$ cat src/rtl/lc3_ctrl_fsm.sv
`default_nettype none
// ============================================================================
//  Module   : lc3_ctrl_fsm
//  Brief    : LC-3 microsequencer (fetch, decode, ADD/AND/NOT/LEA/LD/LDR/
//             ST/STR/BR/JMP) with ready-handshake memory waits and an
//             optional memory timeout that halts the sequencer.
//  Revision : 1.0 - initial release
// ============================================================================
module lc3_ctrl_fsm #(
  parameter int WAIT_LIMIT = 0
) (
  input  logic       clk,
  input  logic       rst,
  input  logic       run,
  input  logic [3:0] ir_opcode,
  input  logic       ben,
  input  logic       mem_ready,
  output logic       ld_mar,
  output logic       ld_mdr,
  output logic       ld_ir,
  output logic       ld_pc,
  output logic       ld_reg,
  output logic       ld_cc,
  output logic       ld_ben,
  output logic       gate_pc,
  output logic       gate_mdr,
  output logic       gate_alu,
  output logic       gate_marmux,
  output logic       mem_en,
  output logic       mem_we,
  output logic [1:0] pcmux_sel,
  output logic       addr1mux_sel,
  output logic [1:0] addr2mux_sel,
  output logic [1:0] aluk,
  output logic [5:0] state,
  output logic       instr_done,
  output logic       halted,
  output logic       mem_err
);

  // State numbers follow the LC-3 microarchitecture numbering.
  localparam logic [5:0] c_S0   = 6'd0;
  localparam logic [5:0] c_S1   = 6'd1;
  localparam logic [5:0] c_S2   = 6'd2;
  localparam logic [5:0] c_S3   = 6'd3;
  localparam logic [5:0] c_S5   = 6'd5;
  localparam logic [5:0] c_S6   = 6'd6;
  localparam logic [5:0] c_S7   = 6'd7;
  localparam logic [5:0] c_S9   = 6'd9;
  localparam logic [5:0] c_S12  = 6'd12;
  localparam logic [5:0] c_S14  = 6'd14;
  localparam logic [5:0] c_S16  = 6'd16;
  localparam logic [5:0] c_S18  = 6'd18;
  localparam logic [5:0] c_S22  = 6'd22;
  localparam logic [5:0] c_S23  = 6'd23;
  localparam logic [5:0] c_S25  = 6'd25;
  localparam logic [5:0] c_S27  = 6'd27;
  localparam logic [5:0] c_S32  = 6'd32;
  localparam logic [5:0] c_S33  = 6'd33;
  localparam logic [5:0] c_S35  = 6'd35;
  localparam logic [5:0] c_HALT = 6'd63;

  localparam logic [15:0] c_WAIT_LIMIT = 16'(WAIT_LIMIT);
  localparam bit          c_TIMEOUT_EN = (WAIT_LIMIT > 0);

  logic [5:0]  state_q, state_d;
  logic [15:0] cnt_q, cnt_d;
  logic        err_q, err_d;
  logic        w_in_wait;
  logic        w_next_is_wait;

  assign w_in_wait      = (state_q == c_S33) || (state_q == c_S25) || (state_q == c_S16);
  assign w_next_is_wait = (state_d == c_S33) || (state_d == c_S25) || (state_d == c_S16);

  // Next-state, wait-counter and timeout-flag computation.
  always_comb begin
    state_d = state_q;
    cnt_d   = cnt_q;
    err_d   = err_q;
    case (state_q)
      c_S18: if (run) state_d = c_S33;
      c_S33: if (mem_ready) state_d = c_S35;
      c_S35: state_d = c_S32;
      c_S32: begin
        case (ir_opcode)
          4'b0001: state_d = c_S1;
          4'b0101: state_d = c_S5;
          4'b1001: state_d = c_S9;
          4'b1110: state_d = c_S14;
          4'b0010: state_d = c_S2;
          4'b0110: state_d = c_S6;
          4'b0011: state_d = c_S3;
          4'b0111: state_d = c_S7;
          4'b0000: state_d = c_S0;
          4'b1100: state_d = c_S12;
          default: state_d = c_HALT;
        endcase
      end
      c_S1, c_S5, c_S9, c_S14: state_d = c_S18;
      c_S2, c_S6:  state_d = c_S25;
      c_S25:       if (mem_ready) state_d = c_S27;
      c_S27:       state_d = c_S18;
      c_S3, c_S7:  state_d = c_S23;
      c_S23:       state_d = c_S16;
      c_S16:       if (mem_ready) state_d = c_S18;
      c_S0:        state_d = ben ? c_S22 : c_S18;
      c_S22, c_S12: state_d = c_S18;
      c_HALT:      state_d = c_HALT;
      default:     state_d = c_HALT;
    endcase

    // A stalled memory wait counts up; reaching the limit aborts to HALT.
    // mem_ready in the same cycle takes the normal path above instead.
    if (w_in_wait && !mem_ready) begin
      if (c_TIMEOUT_EN && ((cnt_q + 16'd1) == c_WAIT_LIMIT)) begin
        state_d = c_HALT;
        err_d   = 1'b1;
      end else begin
        cnt_d = cnt_q + 16'd1;
      end
    end

    // Each fresh entry into a wait state starts a new timeout window.
    if (w_next_is_wait && (state_d != state_q)) begin
      cnt_d = 16'd0;
    end
  end

  // State, counter and sticky error registers.
  always_ff @(posedge clk) begin
    if (rst) begin
      state_q <= c_S18;
      cnt_q   <= 16'd0;
      err_q   <= 1'b0;
    end else begin
      state_q <= state_d;
      cnt_q   <= cnt_d;
      err_q   <= err_d;
    end
  end

  // Datapath control decode from the current state.
  always_comb begin
    ld_mar       = 1'b0;
    ld_mdr       = 1'b0;
    ld_ir        = 1'b0;
    ld_pc        = 1'b0;
    ld_reg       = 1'b0;
    ld_cc        = 1'b0;
    ld_ben       = 1'b0;
    gate_pc      = 1'b0;
    gate_mdr     = 1'b0;
    gate_alu     = 1'b0;
    gate_marmux  = 1'b0;
    mem_en       = 1'b0;
    mem_we       = 1'b0;
    pcmux_sel    = 2'b00;
    addr1mux_sel = 1'b0;
    addr2mux_sel = 2'b00;
    aluk         = 2'b00;
    case (state_q)
      c_S18: if (run) begin
        gate_pc = 1'b1;
        ld_mar  = 1'b1;
        ld_pc   = 1'b1;
      end
      c_S33: begin
        mem_en = 1'b1;
        ld_mdr = mem_ready;
      end
      c_S35: begin
        gate_mdr = 1'b1;
        ld_ir    = 1'b1;
      end
      c_S32: ld_ben = 1'b1;
      c_S1, c_S5, c_S9: begin
        aluk     = (state_q == c_S1) ? 2'b00 : (state_q == c_S5) ? 2'b01 : 2'b10;
        gate_alu = 1'b1;
        ld_reg   = 1'b1;
        ld_cc    = 1'b1;
      end
      c_S14: begin
        addr2mux_sel = 2'b10;
        gate_marmux  = 1'b1;
        ld_reg       = 1'b1;
      end
      c_S2, c_S3: begin
        addr2mux_sel = 2'b10;
        gate_marmux  = 1'b1;
        ld_mar       = 1'b1;
      end
      c_S6, c_S7: begin
        addr1mux_sel = 1'b1;
        addr2mux_sel = 2'b01;
        gate_marmux  = 1'b1;
        ld_mar       = 1'b1;
      end
      c_S25: begin
        mem_en = 1'b1;
        ld_mdr = mem_ready;
      end
      c_S27: begin
        gate_mdr = 1'b1;
        ld_reg   = 1'b1;
        ld_cc    = 1'b1;
      end
      c_S23: begin
        aluk     = 2'b11;
        gate_alu = 1'b1;
        ld_mdr   = 1'b1;
      end
      c_S16: begin
        mem_en = 1'b1;
        mem_we = 1'b1;
      end
      c_S22: begin
        addr2mux_sel = 2'b10;
        pcmux_sel    = 2'b10;
        ld_pc        = 1'b1;
      end
      c_S12: begin
        addr1mux_sel = 1'b1;
        pcmux_sel    = 2'b10;
        ld_pc        = 1'b1;
      end
      default: ;
    endcase
  end

  assign state      = state_q;
  assign halted     = (state_q == c_HALT);
  assign mem_err    = err_q;
  assign instr_done = (state_q != c_S18) && (state_d == c_S18);

endmodule
`default_nettype wire

$ cat config.mk
export PLATFORM = sky130hd
export DESIGN_NAME = lc3_ctrl_fsm
export DESIGN_NICKNAME = d
export VERILOG_FILES = /design/src/rtl/lc3_ctrl_fsm.sv
export SDC_FILE = /design/constraint.sdc
export NUM_CORES = 1
export LEC_CHECK = 0
export ABC_AREA = 1
export CAP_MARGIN = 5
export CORE_MARGIN = 10
export CORE_UTILIZATION = 42
export DETAILED_ROUTE_END_ITERATION = 12
export GPL_TIMING_DRIVEN = 0
export HOLD_SLACK_MARGIN = 0.02
export PLACE_DENSITY = 0.9
export SKIP_LAST_GASP = 1
export SLEW_MARGIN = 5
export SYNTH_ARGS = -nofsm -noshare
export SYNTH_HDL_FRONTEND = slang
export SYNTH_SLANG_ARGS = --single-unit
$ cat constraint.sdc
create_clock -name clk -period 2.6 [get_ports clk]
set_clock_uncertainty 0.05 [all_clocks]
set_input_delay 0.52 -clock clk [delete_from_list [all_inputs] [get_ports clk]]
set_output_delay 0.52 -clock clk [all_outputs]
set_load 0.02 [all_outputs]
# Word level (Yosys, flattened, before mapping)
# Memory sizes are Yosys's and may differ from the RTL's.
# Index checks and enable logic that the tools add are counted.
[totals]
latchBits = 0
regBits = 6
ramBits = 0
mem_bits_ro = 96
word_cells = 67
mem_count = 1
input_bits = 9
[classes]
reduce_logical = 18
muxes = 26
n_bitwise = 0
mul = 0
addsub = 0
shift = 0
magnitude_cmp = 0
div_mod_pow = 0
eq_ne = 21
[mem_list]
columns = ["memory", "words", "word_bits", "read_ports", "rd_clocked_by_memory_dff", "wr", "line_no", "source"]
rows = [
  ["(name not given)", 16, 6, 1, 0, 0, "85", "case (ir_opcode)"],
]
[op_table]
columns = ["operator", "n"]
rows = [
  ["$pmux W6 S11", 1],
  ["$eq A6 B5 Y1 const B", 7],
  ["$eq A6 B6 Y1 const B", 4],
  ["$mux W6", 4],
  ["$eq A6 B3 Y1 const B", 3],
  ["$eq A6 B4 Y1 const B", 3],
  ["$reduce_or A4 Y1", 4],
  ["$eq A6 B2 Y1 const B", 2],
  ["$mux W1", 12],
  ["$reduce_or A2 Y1", 6],
  ["$reduce_or A5 Y1", 2],
  ["$reduce_or A3 Y1", 3],
  ["$pmux W2 S2", 2],
  ["$reduce_or A7 Y1", 1],
  ["$eq A6 B1 Y1 const B", 1],
  ["$logic_not A6 Y1", 1],
  ["$mux W2", 3],
  ["$ne A6 B5 Y1 const B", 1],
  ["$pmux W1 S2", 3],
  ["$mux W3", 1],
  ["$logic_and A1 B1 Y1", 1],
]

# Logic depth before layout (Yosys ltp)
# Gate-level depths: netlist of the first run.
[depth]
depth_word = 5
mapped_depth = 10
ltp_nobuf = 10

# Least setup slack after synthesis of the first run
# OpenSTA, ideal clock, no wires.
[synth_timing]
path_type = "register to output"
from = "register state_q[4], in the netlist state[4]"
to = "output port instr_done"
stages_incl_launch_ff = 9
slack_ns = 0.272
arrival_ns = 1.758
path_buffers = 0
t_required_ns = 2.030
path_cell_list = "dfxtp_1 -> inv_1 -> nor2_1 -> nand3_1 -> nand3_1 -> nor2_1 -> nand3_2 -> nand4_1 -> nor2_1"
[synth_between]
elab_chain_cells = 5
[synth_rtl]
columns = ["element", "line_no", "source"]
rows = [
  ["from (decl)", "66", "logic [5:0] state_q, state_d;"],
  ["from (signal assigned)", "132", "state_q <= c_S18;"],
  ["from (signal assigned)", "136", "state_q <= state_d;"],
  ["$eq A6 B1 Y1 (tied with other cells)", "80", "case (state_q)"],
  ["$reduce_or A7 Y1 (no line) / $reduce_or A2 Y1 (equally long branches)", "-", ""],
  ["$pmux W6 S11", "80", ""],
  ["$eq A6 B5 Y1", "233", "assign instr_done = (state_q != c_S18) && (state_d == c_S18);"],
  ["$logic_and A1 B1 Y1 (*)", "233", ""],
  ["to (decl)", "36", "output logic instr_done,"],
]
# Every way passes the cells marked *; elsewhere a longest branch is shown, timed or not.

# Final worst setup path of the first run
[layout_timing]
from = "register state_q[0], in the netlist state[0]"
to = "output port ld_mdr"
[layout_between]
elab_chain_cells = 3
[layout_rtl]
columns = ["element", "line_no", "source"]
rows = [
  ["$eq A6 B6 Y1 / $eq A6 B5 Y1 (equally long branches)", "161", "case (state_q)"],
  ["$reduce_or A2 Y1 (no line)", "-", ""],
  ["$pmux W1 S2 (*)", "161", ""],
  ["to (decl)", "19", "output logic ld_mdr,"],
]
# Marks and branches as above.

==> results.toml, run 1 <==
[run_status]
status = "finished clean"

[timing]
hold_violations = 0
rsz0062_at_grt = "yes"
fin_setup_tns_ps = 0
final.min_clock_period_ps = 2573
drv_slew = 0
maxClockFrequency_mhz = 388.7
final-setup-viol-count = 0
finalCritPeriodShare_pct = 98.96
hold_ws_ps = 690.7

[floorplanning]
die_area_um2 = 3782
die_w_um = 61.50
rows = 14
io_pins = 38
start_util_pct = 46.39
core_area_um2 = 1559
dieHeight_um = 61.50

[global_route]
overflow = 0
grt_pass1_vias = 1000
grt_max_degree = 11
grt_pass1_wl_mm = 4.195
grt_usage_pct = 14.00
antenna_found_initial = 0

[clock_tree]
clock-sinks = 6
cts_tree = "done"
cts_root_buf = "clkbuf_4"
htree_levels = 1
cts_inserted_buffers = 3
path_clk_slew_ps = 40
clock_latency_ps = 250
holdBufCountCts = 0
clockBufferDepth = 2

[worst_hold_path]
worst_hold_path.num_cells = 2
hp-class = "reg2reg"

[logic_synthesis]
synthSimpleGateAreaFrac_pct = 59.00
synth_cells = 140
synth_area_um2 = 723.2
synth-compound-area-share_pct = 8.824
synth_top_area_cell = "nand2_1"
synth_top_family_by_area = "simple AND/OR/NAND/NOR gates"
synth_top_area_share_pct = 19.72
ys_seq_area_share_pct = 16.61
synth_area_leaders = "nand2_1 20%, nand3_1 18%, dfxtp_1 17%"
syn_avg_cell_area_um2 = 5.166
muxShareOfSynthArea_pct = 0
synth-seq-cells = 6
yosys_warnings = 0
yosys.area_share.xor_xnor_pct = 0
synthAdderAreaFrac_pct = 0
synth_cell_type_count = 19

[final_layout]
seq_area_um2 = 125.1
largest_register_ffs = 6
drive_above_1_share_pct = 14.92
multi_input_area_um2 = 523.0
final_common_cell = "nand2_1"
fill_cells = 124
areaGrowthSynthToFinish_pct = 62.11
n_antenna_cell = 0
final_cell_mix = "37 x nand2_1, 30 x clkdlybuf4s50_1, 26 x nand3_1"
nNetsFinal = 192

[drt]
dr.pass1.iters = 4
ant_nets = 0
drt_wl_total_mm = 2.945
drcViolationCount = 0
drt_iter0_drc = 47
wl_per_cell_um = 14.95
drt-vias-per-instance = 5.553
num_vias = 1094

[worst_setup_path]
arrival_ps = 2000
critical_path.slowest_cell = "clkdlybuf4s50_1"
path_class = "reg2out"
crit_required_ps = 2030
path_delay_family = "simple AND/OR/NAND/NOR gates"
endpoint_kind = "output pin"
ff2ff_path_depth = 8
path_max_fanout = 6
path_cells = "inv_1 -> nor2_2 -> nand3_2 -> nand2_1 -> nand2_1 -> nand2_1 -> clkdlybuf4s50_1"
path_buf_inv = 2
cpMostUsedCell = "nand2_1"
cp.depth = 7
critPathLaunchType = "register"
critPathMaxStageDelay_ps = 600

[run]
max_cap_violations = 0

[pwr]
peakVddDrop_v = 0.0006397
power_mw = 1.134
p_per_area_nw_per_um2 = 967.5
p_leak_nw = 0.7214

[placed_design]
port-buffer-count = 35
place.gp.congestion = 0.9895
dp_hpwl_mm = 2.274
[power by group]
part / internal (mW) / leakage, nW / switching (mW)
Clock: 0.0521 / 0.0138 / 0.0330
Sequential: 0.140 / 0.0501 / 0.0794
Combinational: 0.330 / 0.657 / 0.500
[layout make-up]
cell class                 count  area share (%)
sequential                     6           10.67
inverter                      23           7.364
clock buffer                   3           1.921
multi-input combinational    109           44.61
timing repair buffer          37           31.80
buffer                         3           1.921
tap                           16           1.708
[path summary, 6_finish.rpt]
kind / endpoint / slack [ps] / from
setup / recovery: ld_mdr / 30 / state[0]$_SDFF_PP0_
hold / removal: state[4]$_SDFF_PP1_ / 690 / state[1]$_SDFF_PP1_
setup reg to reg: state[5]$_SDFF_PP0_ / 970 / state[1]$_SDFF_PP1_
hold reg to reg: state[4]$_SDFF_PP1_ / 690 / state[1]$_SDFF_PP1_
[through the flow]
step                      util [%]  cells  setup slack, ps  area (um^2)
final                        75.20    197            27.02         1172
after global placement       70.39    192           -378.6         1097
after global routing         75.20    197           -52.35         1172
after CTS                    72.63    195            18.12         1132
after floorplan                  -    141            271.8        726.9
after detailed placement     70.39    192           -460.3         1097
[synthesized netlist by cell type, drive strengths merged]
master	count
buf	3
nor3	1
a21oi	8
nor2	24
and3	1
nand4	1
nand2	38
nor4	1
o21ai	3
or2	1
nand3	28
o2111ai	1
conb	1
inv	23
dfxtp	6
[logic make-up (layout without fill, tap and decap cells)]
family          after synthesis  after routing
compound gates               12             12
flops                         6              6
other cells                   1              2
buf+inv                      26             66
simple gates                 95             95
[worst min-delay path, cell delays in order, from the launching register on]
cell and delay [ps]:
dfxtp_2 370, nand3_1 170, o2111ai_1 130
[what timing repair did]
item / CTS / global route
setup buffers: 0 / 2
resized for setup: 11 / 11
pin swaps: 0 / 2
endpoints found under the setup margin: 8 / 11
[layer usage]
| metal | part of all wire, % | track usage (%) |
|---|---|---|
| met2 | 51 | 24.45 |
| met3 | 9.9 | 3.909 |
| met5 | 0 | 0 |
| met4 | 2.9 | 7.006 |
| met1 | 36 | 15.09 |
Power figures use the tool's default switching activity.
==> inputs of run 2 (changes only) <==
--- a/config.mk
+++ b/config.mk
@@ -12,7 +12,9 @@
 export DETAILED_ROUTE_END_ITERATION = 12
 export GPL_TIMING_DRIVEN = 0
 export HOLD_SLACK_MARGIN = 0.02
+export MAX_ROUTING_LAYER = met4
 export PLACE_DENSITY = 0.9
+export REMOVE_ABC_BUFFERS = 1
 export SKIP_LAST_GASP = 1
 export SLEW_MARGIN = 5
 export SYNTH_ARGS = -nofsm -noshare
==> run 2 against run 1 <==
Via count is 4.2% lower; sequential cell count stayed put; die area stayed put; non-clock buffer count is 3 lower; cell area is 1.2% lower; setup slack better by 2.4 ps; highest routed layer unchanged.
==> results.toml, run 2 (synthesis results as in run 1) <==
[pwr]
swShare_pct = 54.21
p_leak_nw = 0.7145
combPwrFrac_pct = 72.9
peakVddDrop_v = 0.0006742
seqPwrFrac_pct = 20.0
p_per_area_nw_per_um2 = 978.1
clkPwrFrac_pct = 7.2
internal_power_uw = 518.9
p_sw_uw = 614.3

[final_layout]
final_common_cell = "nand2_1"
multi_input_area_um2 = 528.0
utilization_pct = 74.32
drive_above_1_share_pct = 14.04
nNetsFinal = 189
n_antenna_cell = 0
areaGrowthSynthToFinish_pct = 60.21
final_cell_mix = "38 x nand2_1, 29 x clkdlybuf4s50_1, 26 x nand3_1"
largest_register_ffs = 6
seq_area_um2 = 126.4
fill_cells = 120

[global_route]
grt_max_degree = 14
grt_usage_pct = 14.43
grt_pass1_vias = 980
grt_pass1_wl_mm = 4.215
overflow = 0
antenna_found_initial = 0

[clock_tree]
cts_inserted_buffers = 3
clock_latency_ps = 240
htree_levels = 1
clock-sinks = 6
cts_tree = "done"
holdBufCountCts = 0
cts_root_buf = "clkbuf_4"
clockBufferDepth = 2
path_clk_slew_ps = 40

[timing]
drv_slew = 0
final.min_clock_period_ps = 2571
rsz0062_at_grt = "yes"
hold_violations = 0
finalCritPeriodShare_pct = 98.87
hold_ws_ps = 686.1
final-setup-viol-count = 0
maxClockFrequency_mhz = 389.0

[drt]
num_vias = 1048
ant_nets = 0
dr_wl_met2_mm = 1.410
wl_per_cell_um = 14.26
highest_layer = "met4"
dr.pass1.iters = 4
drcViolationCount = 0
drt_wl_total_mm = 2.766
drt_iter0_drc = 69
wl_met1_mm = 1.095
drt-vias-per-instance = 5.402
met3_length_um = 223

[placed_design]
place.gp.congestion = 0.9948
dp_hpwl_mm = 2.164
port-buffer-count = 35

[floorplanning]
dieHeight_um = 61.50
die_w_um = 61.50
rows = 14
start_util_pct = 46.39
io_pins = 38
core_area_um2 = 1559
die_area_um2 = 3782

[worst_hold_path]
hp-class = "reg2reg"

[worst_setup_path]
arrival_ps = 2000
worst-r2r-setup-slack_ps = 1030
path_max_fanout = 6
crit_required_ps = 2030
endpoint_kind = "output pin"
critical_path.slowest_cell = "clkdlybuf4s50_1"
critPathMaxStageDelay_ps = 610
path_class = "reg2out"
critPathLaunchType = "register"
path_cells = "inv_1 -> nor2_4 -> nand3_1 -> inv_1 -> nand2_1 -> nand2_1 -> clkdlybuf4s50_1"

[run]
max_cap_violations = 0

[run_status]
status = "finished clean"
run 2: cell types whose count changed in the layout (fill, tap and decap cells not counted):
| cell | change |
|---|---|
| dfxtp_2 | +1 |
| nor2_1 | -1 |
| nand2_2 | -1 |
| buf_4 | -3 |
| nor2_4 | +1 |
| dfxtp_1 | -1 |
| nand2_1 | +1 |
| clkdlybuf4s50_1 | -1 |
| dlymetal6s2s_1 | +1 |
run 2: critical path, delay by kind of cell (launching register included):
| family | cells | cell delay (ps) |
|---|---|---|
| DFF | 1 | 390 |
| and+or+nand+nor | 4 | 540 |
| buffers and inverters | 3 | 820 |
run 2: path summary, 6_finish.rpt:
kind | startpoint | end | depth (start not counted)
worst max register to register | state[2]$_SDFF_PP0_ | state[1]$_SDFF_PP1_ | 9
worst min register to register | state[1]$_SDFF_PP1_ | state[4]$_SDFF_PP1_ | 2
worst max-delay path | state[4]$_SDFF_PP1_ | ld_mar | 7
worst min-delay path | state[1]$_SDFF_PP1_ | state[4]$_SDFF_PP1_ | 2
run 2: power groups by stage:
stage | Sequential, mW | Combinational, mW | Clock [mW]
3_5_place_dp | 0.194 | 0.789 | 0
4_1_cts | 0.202 | 0.798 | 0.0857
6_report | 0.226 | 0.826 | 0.0810
2_1_floorplan | 0.228 | 0.427 | 0
5_1_grt | 0.232 | 0.891 | 0.0915
3_3_place_gp | 0.190 | 0.778 | 0
run 2: area by class of cell:
cell class / instances / share of cell area (%)
Multi-Input combinational cell: 109 / 45.57
Tap cell: 16 / 1.728
Sequential cell: 6 / 10.91
Timing Repair Buffer: 37 / 32.40
Clock buffer: 3 / 1.944
Inverter: 23 / 7.451
run 2: through the flow:
| stage | power, mW | TNS, ps | setup WS [ps] | area (um^2) | std cells |
|---|---|---|---|---|---|
| 2_1_floorplan | 0.6554 | 0 | 150.4 | 704.4 | 138 |
| 3_5_place_dp | 0.9831 | -456.8 | -456.8 | 1075 | 189 |
| 5_1_grt | 1.215 | -115.3 | -76.84 | 1159 | 194 |
| 6_report | 1.133 | 0 | 29.46 | 1159 | 194 |
| 4_1_cts | 1.086 | 0 | 5.972 | 1106 | 192 |
| 3_3_place_gp | 0.9679 | -386.9 | -386.9 | 1075 | 189 |
run 2: metal layers:
metal | vias up | global-route usage (%)
li1 | 525 | -
met1 | 462 | 16.84
met2 | 57 | 24.16
met3 | 4 | 1.440
met4 | 0 | 6.688
met5 | - | -
run 2: repair_timing:
action                                  in CTS  in global routing
setup buffers                                0                  2
resized for setup                            9                 16
pin swaps                                    1                  4
endpoints found under the setup margin      15                 15
==> inputs of run 3 (changes only) <==
--- a/config.mk
+++ b/config.mk
@@ -5,17 +5,17 @@
 export SDC_FILE = /design/constraint.sdc
 export NUM_CORES = 1
 export LEC_CHECK = 0
-export ABC_AREA = 1
+export ABC_AREA = 0
 export CAP_MARGIN = 5
 export CORE_MARGIN = 10
-export CORE_UTILIZATION = 42
+export CORE_UTILIZATION = 48
+export CTS_BUF_LIST = sky130_fd_sc_hd__clkbuf_4 sky130_fd_sc_hd__clkbuf_8
 export DETAILED_ROUTE_END_ITERATION = 12
 export GPL_TIMING_DRIVEN = 0
 export HOLD_SLACK_MARGIN = 0.02
 export MAX_ROUTING_LAYER = met4
-export PLACE_DENSITY = 0.9
+export PLACE_DENSITY = 0.93
 export REMOVE_ABC_BUFFERS = 1
-export SKIP_LAST_GASP = 1
 export SLEW_MARGIN = 5
 export SYNTH_ARGS = -nofsm -noshare
 export SYNTH_HDL_FRONTEND = slang
==> run 3 against run 2 <==
Critical path depth decreased by 1; clock power grew 7.2%; synthesized cell count grew 5.7%; the flow now finishes with violations (setup timing); largest power group unchanged; sequential cell count unchanged.
==> results.toml, run 3 <==
[drt]
dr.pass1.iters = 5
drcViolationCount = 0
wl_per_cell_um = 19.87
num_vias = 1440
drt-vias-per-instance = 6.890
ant_nets = 0
drt_iter0_drc = 149
drt_wl_total_mm = 4.153

[floorplanning]
start_util_pct = 52.36
rows = 15
dieHeight_um = 64.34
core_area_um2 = 1802
io_pins = 38
die_w_um = 64.34
die_area_um2 = 4139

[placed_design]
dp_hpwl_mm = 2.353
place.gp.congestion = 0.9255
port-buffer-count = 35
post-place-ws_ps = -745.5

[global_route]
grt_max_degree = 22
antenna_found_initial = 0
grt_pass1_vias = 1305
overflow = 0
grt_pass1_wl_mm = 5.871
grt_usage_pct = 16.92

[logic_synthesis]
synthTopCellsByCount = "14 x nand2_1, 14 x nor2_1, 10 x a21oi_1"
synth_cell_type_count = 43
syn_avg_cell_area_um2 = 6.374
yosys_warnings = 0
synth_area_um2 = 943.4
synth_top_area_share_pct = 12.73
synth_ff_type = "dfxtp_1"
synth-async-reset-ratio_pct = 0
synth_top_area_cell = "dfxtp_1"
synth_area_leaders = "dfxtp_1 13%, nand2_1 5.6%, nor2_1 5.6%"
synth_cells = 148
synth-seq-cells = 6
ys_seq_area_share_pct = 12.73
synth_edf_count = 0

[timing]
hold_violations = 0
maxClockFrequency_mhz = 368.7
final-setup-viol-count = 1
final.min_clock_period_ps = 2712
finalCritPeriodShare_pct = 104.3
worst_slack_ps = -112.4
drv_slew = 0

[clock_tree]
clock-sinks = 6
clock_latency_ps = 250
clockBufferDepth = 2
cts_tree = "done"
cts_inserted_buffers = 3
holdBufCountCts = 0
path_clk_slew_ps = 50
cts_root_buf = "clkbuf_4"
htree_levels = 1

[worst_setup_path]
path_cells = "buf_4 -> inv_1 -> nand2_1 -> o32ai_1 -> a21o_1 -> dlygate4sd2_1"
arrival_ps = 2140
r2r_start = "state[2]$_SDFF_PP0_"
worst-r2r-setup-slack_ps = 690
critPathMaxStageDelay_ps = 460
endpoint_kind = "output pin"
critPathLaunchType = "register"
ff2ff_path_depth = 6
path_buf_inv = 3
path_class = "reg2out"
r2r-end = "state[5]$_SDFF_PP0_"
crit_required_ps = 2030
critical_path.slowest_cell = "o32ai_1"
path_delay_family = "buffers and inverters"
path_max_fanout = 10

[final_layout]
final_cell_mix = "20 x clkdlybuf4s50_1, 14 x nand2_1, 12 x nor2_1, 12 x buf_4, 11 x dlymetal6s2s_1"
drive_above_1_share_pct = 20.65
largest_register_ffs = 6
nNetsFinal = 195
seq_area_um2 = 142.6
final_common_cell = "clkdlybuf4s50_1"
fill_cells = 103
utilization_pct = 82.43
multi_input_area_um2 = 804.5
areaGrowthSynthToFinish_pct = 57.43
n_antenna_cell = 0

[worst_hold_path]
worst_hold_path.num_cells = 2
hp-start = "state[1]$_SDFF_PP1_"
hold_end = "state[0]$_SDFF_PP0_"
hp-class = "reg2reg"

[run_status]
violations = "setup timing"
status = "finished with violations"

[pwr]
p_per_area_nw_per_um2 = 1304
peakVddDrop_v = 0.0008290
p_leak_nw = 0.7516

[run]
max_cap_violations = 0
run 3: cell types whose count changed after synthesis, moves of 4 or more:
cell / change
inv_1: -15
o21ai_0: +4
nor3_1: +7
nor2_1: -7
nand2b_1: +8
nor2b_1: +5
nand3_1: -17
mux2i_1: +4
nand2_1: -24
a31oi_1: +6
buf_2: +6
run 3: cell families after synthesis:
family / synth area share (%)
buffers and inverters: 10.74
flip-flops: 12.73
XOR/XNOR: 1.857
multiplexers: 5.438
other: 0.3975
AO/OA/AOI/OAI: 32.63
AND/OR/NAND/NOR: 36.21
run 3: power breakdown:
part | leakage, nW | total [mW] | switching [mW] | internal [mW]
Sequential | 0.0519 | 0.368 | 0.197 | 0.170
Clock | 0.0138 | 0.0868 | 0.0346 | 0.0523
Combinational | 0.686 | 1.48 | 0.833 | 0.648
run 3: worst max-delay path by stage:
stage,start,end,slack (ps),cells after the start
2_1_floorplan,state[3]$_SDFF_PP0_,instr_done,-140,5
3_3_place_gp,state[3]$_SDFF_PP0_,instr_done,-780,6
3_5_place_dp,state[3]$_SDFF_PP0_,instr_done,-750,6
4_1_cts,state[3]$_SDFF_PP0_,instr_done,-180,6
5_1_grt,state[2]$_SDFF_PP0_,ld_mdr,-140,6
6_report,state[2]$_SDFF_PP0_,ld_mdr,-110,6
run 3: per-layer routing:
metal / up-vias / global-route usage, % / part of all wire [%]
li1: 614 / - / -
met1: 638 / 17.38 / 37
met2: 155 / 28.20 / 44
met3: 33 / 5.226 / 14
met4: 0 / 9.091 / 5.4
met5: - / - / 0
run 3: final cells by class:
cell class                      instances  area share (%)
Tap cell                               25           2.106
Inverter                                8           2.022
Multi-Input combinational cell        121           54.17
Clock buffer                            3           1.516
Sequential cell                         6           9.604
Timing Repair Buffer                   46           30.58
run 3: repair_timing:
item                       in CTS  in global routing
hold endpoints to repair        0                  0
setup endpoints to repair      21                 10
resized for setup              25                 23
pin swaps                       1                  4
buffers inserted                5                  6
run 3: per-stage QoR:
step | power [mW] | hold slack [ps] | area, um^2 | setup TNS (ps) | instances
floorplan | 1.059 | 539.1 | 875.8 | -135.6 | 135
global placement | 1.483 | 794.6 | 1257 | -2507 | 195
detailed placement | 1.510 | 803.0 | 1257 | -3010 | 195
CTS | 1.740 | 665.3 | 1379 | -522.8 | 203
global route | 2.031 | 620.1 | 1485 | -141.9 | 209
finish | 1.936 | 596.8 | 1485 | -112.4 | 209
run 3: worst min-delay path: stages, from the launching register on:
cell     delay (ps)
dfxtp_4         390
nand3_2         130
a31oi_1          90
